**config.mk**
```make
export PLATFORM = sky130hd
export DESIGN_NAME = dev_reg_strobe_gen
export DESIGN_NICKNAME = d
export VERILOG_FILES = /design/src/rtl/dev_reg_strobe_gen.sv
export SDC_FILE = /design/constraint.sdc
export NUM_CORES = 1
export LEC_CHECK = 0
export CORE_UTILIZATION = 59
export CTS_CLUSTER_DIAMETER = 100
export DETAILED_ROUTE_END_ITERATION = 7
export PLACE_DENSITY = 0.8
export SLEW_MARGIN = 20
export SYNTH_ARGS = -nofsm -noshare
export SYNTH_HDL_FRONTEND = slang
export SYNTH_SLANG_ARGS = --single-unit
```
**constraint.sdc**
```tcl
create_clock -name clk -period 6.1 [get_ports clk]
set_input_delay 1.22 -clock clk [delete_from_list [all_inputs] [get_ports clk]]
set_output_delay 1.22 -clock clk [all_outputs]
set_load 0.1 [all_outputs]
```
**src/rtl/dev_reg_strobe_gen.sv**
```systemverilog
// Queues bus register accesses and replays them as stretched
// devRD/devWR strobes with stable attributes for a slow printer.
module dev_reg_strobe_gen #(
  parameter int HOLD  = 2,
  parameter int GAP   = 1,
  parameter int DEPTH = 8
) (
  input  logic        clk,
  input  logic        rst,
  input  logic        busRD,
  input  logic        busWR,
  input  logic        busHIBYTE,
  input  logic        busLOBYTE,
  input  logic [15:0] busDATA,
  input  logic [3:0]  busREGSEL,
  output logic        devRD,
  output logic        devWR,
  output logic        devHIBYTE,
  output logic        devLOBYTE,
  output logic [15:0] devDATA,
  output logic [3:0]  devREGSEL,
  output logic        busy,
  output logic [7:0]  ovfCNT
);

  localparam int AW = $clog2(DEPTH);

  generate
    if (HOLD < 1 || HOLD > 15)
      $error("HOLD out of range");
    if (GAP < 1 || GAP > 15)
      $error("GAP out of range");
    if (DEPTH < 2 || DEPTH > 64 || (1 << AW) != DEPTH)
      $error("DEPTH must be a power of two in 2..64");
  endgenerate

  typedef struct packed {
    logic        wr;
    logic        hi;
    logic        lo;
    logic [15:0] data;
    logic [3:0]  sel;
  } ev_t;

  typedef enum logic [1:0] {
    IDLE   = 2'd0,
    STROBE = 2'd1,
    GAPST  = 2'd2
  } state_t;

  ev_t           mem [DEPTH];
  logic [AW-1:0] wp;
  logic [AW-1:0] rp;
  logic [AW:0]   count;
  state_t        state;
  logic [3:0]    cnt;

  ev_t        in_ev;
  ev_t        head;
  logic       push_req;
  logic       collide;
  logic       pop;
  logic       push_ok;
  logic       drop;
  logic [1:0] inc;
  logic [8:0] ovf_sum;

  always_comb begin
    push_req = busRD | busWR;
    collide  = busRD & busWR;
    pop      = (state == IDLE) && (count != '0);
    push_ok  = push_req &&
               ((count != (AW+1)'(DEPTH)) || pop);
    drop     = push_req && !push_ok;
    inc      = {1'b0, collide} + {1'b0, drop};
    ovf_sum  = {1'b0, ovfCNT} + {7'd0, inc};
    head     = mem[rp];
    // a collision keeps only the write
    in_ev.wr   = busWR;
    in_ev.hi   = busHIBYTE;
    in_ev.lo   = busLOBYTE;
    in_ev.data = busDATA;
    in_ev.sel  = busREGSEL;
  end

  assign busy = (count != '0) || (state != IDLE);

  always_ff @(posedge clk) begin
    if (!rst && push_ok)
      mem[wp] <= in_ev;
  end

  always_ff @(posedge clk) begin
    if (rst) begin
      wp     <= '0;
      rp     <= '0;
      count  <= '0;
      ovfCNT <= '0;
    end else begin
      if (push_ok)
        wp <= wp + 1'b1;
      if (pop)
        rp <= rp + 1'b1;
      if (push_ok && !pop)
        count <= count + 1'b1;
      else if (!push_ok && pop)
        count <= count - 1'b1;
      if (ovf_sum > 9'd255)
        ovfCNT <= 8'd255;
      else
        ovfCNT <= ovf_sum[7:0];
    end
  end

  always_ff @(posedge clk) begin
    if (rst) begin
      state     <= IDLE;
      cnt       <= '0;
      devRD     <= 1'b0;
      devWR     <= 1'b0;
      devHIBYTE <= 1'b0;
      devLOBYTE <= 1'b0;
      devDATA   <= '0;
      devREGSEL <= '0;
    end else begin
      unique case (state)
        IDLE: begin
          if (pop) begin
            devHIBYTE <= head.hi;
            devLOBYTE <= head.lo;
            devDATA   <= head.data;
            devREGSEL <= head.sel;
            devRD     <= !head.wr;
            devWR     <= head.wr;
            cnt       <= 4'(HOLD - 1);
            state     <= STROBE;
          end
        end
        STROBE: begin
          if (cnt == '0) begin
            devRD <= 1'b0;
            devWR <= 1'b0;
            cnt   <= 4'(GAP - 1);
            state <= GAPST;
          end else begin
            cnt <= cnt - 1'b1;
          end
        end
        GAPST: begin
          if (cnt == '0)
            state <= IDLE;
          else
            cnt <= cnt - 1'b1;
        end
        default: begin
          state <= IDLE;
          devRD <= 1'b0;
          devWR <= 1'b0;
        end
      endcase
    end
  end

endmodule
```
### After elaboration in Yosys (flattened, before gate mapping)

Memory sizes are Yosys's and may differ from the RTL's. A register that Yosys moved wholly into a read port is not among the register bits.
Cells that the tools add are included.

* bits in registers: 48
* memories kept: 1
* output and inout bits: 33
* bits in writable memories: 184

* multiplexer cells: 20
* add/subtract/negate cells: 7
* reductions and logical operators: 22
* $lt $le $gt $ge: 1
* eq/ne operators: 7
* bitwise operators: 3

Memory list
* mem: words 8, bits a word 23, rd ports 1, clocked after memory_dff 1, wr ports 1, RTL line 51 `ev_t mem [DEPTH];`

Operator list (count)
* 2-to-1 mux 4 bit: 5
* case mux 4 bit (3 select lines): 1
* adder 8 x 2 -> 9 bit: 1
* greater-than comparator 9 x 8 -> 1 bit (second input constant): 1
* AND reduction 3 bit: 3
* 2-to-1 mux 8 bit: 1
* != test 2 bit (second input constant): 4
* subtractor 4 x 1 -> 4 bit (second input constant): 2
* adder 3 x 1 -> 3 bit (second input constant): 2
* logical AND 1 bit: 6
* 2-to-1 mux 2 bit: 3
* 2-to-1 mux 3 bit: 2
* case mux 1 bit (3 select lines): 2
* case mux 2 bit (3 select lines): 1
* 2-to-1 mux 1 bit: 5
* adder 4 x 1 -> 4 bit (second input constant): 1
* logical NOT 1 bit: 4
* logical NOT 4 bit: 1
* != test 4 bit (second input constant): 1
* nonzero test 2 bit: 2
* nonzero test 4 bit: 1
* nonzero test 3 bit: 1
* adder 1 x 1 -> 2 bit: 1
* equality test 2 x 1 -> 1 bit (second input constant): 1
* 7 further kinds: 8

### Longest topological paths before layout

* word-level depth: 10
* depth in mapped cells: 12
* depth with buffers taken out: 11

### Worst setup path after synthesis

OpenSTA, ideal clock, no wires.

* path kind: input -> register
* start point: in busWR
* end point: mem mem[2][0] (netlist name) (enable)
* stages on the path: 4
* library setup time: 470 ps
* path buffers: 0
* setup slack: 1496 ps
* arrival time: 4134 ps
* path through: nor2_1 a21oi_2 nand2b_1 nor4b_1

* word-level cells in the longest chain between the ends: 5

Ends and longest elaborated chain
* start, declared: RTL line 11 `input logic busWR,`
* bitwise OR 1 bit: RTL line 69 `push_req = busRD | busWR;`
* logical AND 1 bit: RTL line 72 `push_ok = push_req &&`
* logical AND 1 bit: RTL line 89 `if (!rst && push_ok)`
* 2-to-1 mux 1 bit: RTL line 89
* 2-to-1 mux 1 bit (implied by the code): RTL line 90 `mem[wp] <= in_ev;`
* end, declared: RTL line 51

Every way passes these cells.

### Worst setup path after layout

* start point: reg count[0]
* end point: out busy

* word-level cells in the longest chain between the ends: 2

Ends and longest elaborated chain
* start, declared: RTL line 54 `logic [AW:0] count;`
* start signal, assigned: RTL line 105 `count <= count + 1'b1;`
* start signal, assigned: RTL line 107 `count <= count - 1'b1;`
* nonzero test 4 bit: RTL line 86 `assign busy = (count != '0) || (state != IDLE);`
* logical OR 1 bit: RTL line 86
* end, declared: RTL line 22 `output logic busy,`

Every way passes these cells.

==> out/summary.txt <==
outcome -> complete, no violations
Chip Width -> 126 um
Tcrit/Tclk final -> 0.617
ys flop type -> edfxtp_1
Post-route DRC -> 0
HP Class -> flop to flop
Fin. Hold Viols -> 0
IO Port Bufs -> 58
Post-CTS Hold Fix Bufs -> 0
core area -> 15100 um2
critical path cell sequence -> nor4_1 > nand2_1 > clkdlybuf4s50_1
FFs w/ async S/R, synth -> 0
Crit path largest cell delay -> 1.00 ns
Seq/Total Area, Yosys -> 0.719
initial antenna violation count -> 0
CP Max Fanout -> 6
Slew @ Worst Pin -> 1.02 ns
most frequent cells in the layout -> 184 x edfxtp_1, 57 x clkdlybuf4s50_1, 49 x dfxtp_1, 46 x mux4_2, 43 x nor2_1
Peak Freq -> 266 MHz
Seq cells post-synth -> 235
crit start category -> flop
total track usage -> 0.240
global-route wire length before repair -> 28600 um
clock tree root buffer cell -> clkbuf_16
H-tree levels -> 1
antenna-violating nets left -> 0
Tmin final -> 3.77 ns
Num CTS Buffers -> 23
area grow syn2layout -> 17.9%
clock transition at the registers of the reported paths -> 0.06 ns
Clock Sinks -> 235
# placed instances -> 747
DP Worst Slack -> 1.97 ns
Routed WL -> 18300 um
worst-case clock buffer depth -> 3
Netlist cell types -> 44
Post-synth EDFFs -> 184
syn nets -> 551
final setup vio count -> 0
Non-Filler Instances -> 789
io pins -> 59
Worst-Skew Late Latency -> 0.51 ns
leakage power -> 3.53 nW
pin count of the biggest net entering global routing -> 58
CTS tree -> done
fraction of final layout cells sized beyond drive strength 1 -> 0.221
Final Max Slew Viols -> 0
vias in the first global route -> 5128
Arr. time, crit path -> 2.55 ns
drt first pass iters -> 5
hold_ws -> 0.506 ns
Layout Skew -> 0.0131 ns
Via density -> 6.22
post-cts resize count -> 0
VDD IR max -> 0.000363 V
Post-Syn Instances -> 512
antenna cells -> 0
reg2reg path depth -> 12
RSZ-0062 raised after global routing -> no
power density cells -> 484 nW/um2
Worst Hold Depth -> 2
critical path class -> flop to output pin
final worst slack -> 2.33 ns
Setup TNS -> 0 ns
Max Cap Viol -> 0
DP HPWL -> 10000 um
# Post-CTS Setup Buffers -> 0
syn avg cell area -> 17.8 um2
fin nets -> 623
Synth Cell Area -> 9100 um2
Post-Route Utilization -> 0.708
critical path's slowest cell -> clkdlybuf4s50_1
Critical Path RT -> 4.88 ns
Yosys warning count -> 0
Die ar. -> 15900 um2
wire length per cell -> 23.2 um
GRT Residual Overflow -> 0
Critical Path Sink Type -> output pin
fillcell total -> 913
gpl congestion -> 0.818
Die Height -> 126 um
vias after detailed routing -> 4906
row count -> 45
initial DRC count -> 401
starting density of the core -> 0.601
Slew Limit Headroom -> 0.318
commonest non-fill, non-tap cell in the layout -> edfxtp_1
==> stage by stage <==
stage	total power (W)	instance area [um2]
floorplan	0.00331	9100
global placement	0.00360	9900
detailed placement	0.00366	9900
CTS	0.00523	10700
global route	0.00539	10700
finish	0.00519	10700
==> flip-flops by register name, summed over array words and instances, names as in the netlist, 2 cells and up, named ones only <==
| register | count |
|---|---|
| devREGSEL | 4 |
| state | 2 |
| mem | 184 |
| devDATA | 16 |
| wp | 3 |
| cnt | 4 |
| rp | 3 |
| count | 4 |
| ovfCNT | 8 |
==> cell usage after synthesis, drive strengths merged (5+ instances only) <==
cell	instances	area, um2
o22ai	22	138
edfxtp	184	5530
inv	11	41.3
nand2	13	56.3
clkbuf	10	37.5
mux4	46	1040
a21oi	12	63.8
nor2	47	176
ha	11	138
dfxtp	51	1020
buf	15	118
nor3	27	240
nand3	5	25.0
o21ai	5	25.0
mux2i	5	50.1
==> cell type report <==
type,instances,area [um2],area share
sequential,235,6550,0.610
multi-input combinational,241,2400,0.224
timing repair buffer,72,681,0.0634
clock buffer,30,612,0.0570
tap,188,235,0.0219
clock inverter,12,213,0.0198
inverter,11,41.3,0.00385
==> power by group <==
group	switching, W	internal [W]	total [W]	leakage [nW]
clock network	0.000576	0.000962	0.00154	0.404
logic	0.00111	0.000543	0.00165	1.04
registers	0.000117	0.00188	0.00200	2.09
==> kinds of logic (layout without fill, tap and decap cells) <==
group,Yosys count,in the layout,share of synthesized area
muxes,52,52,0.121
adders and majority gates,13,13,0.0195
AOI/OAI and AO/OA,56,56,0.0399
DFF,235,235,0.719
buffers and inverters,36,125,0.0216
xor gates and xnor gates,7,7,0.00674
and+or+nand+nor,113,113,0.0724
==> worst max-delay path, delay by kind of cell (launching register included) <==
kind          cells  cell delay (ns)
flops             1             0.38
simple gates      2             0.66
buf+inv           1             1.00
==> per-layer routing <==
metal,track usage,wire length [um],share of wire
met4,0.0843,475,0.026
met3,0.0395,1130,0.062
met1,0.310,7210,0.39
met2,0.415,9520,0.52
met5,0,0,0
==> worst paths after layout <==
path	startpoint	end	slack (ns)
min	state[0]	state[0]	0.51
max	count[0]	busy	2.33
min reg2reg	state[0]	state[0]	0.51
max reg2reg	state[0]	count[3]	2.99
No activity file was read; power rests on OpenSTA's default activity.
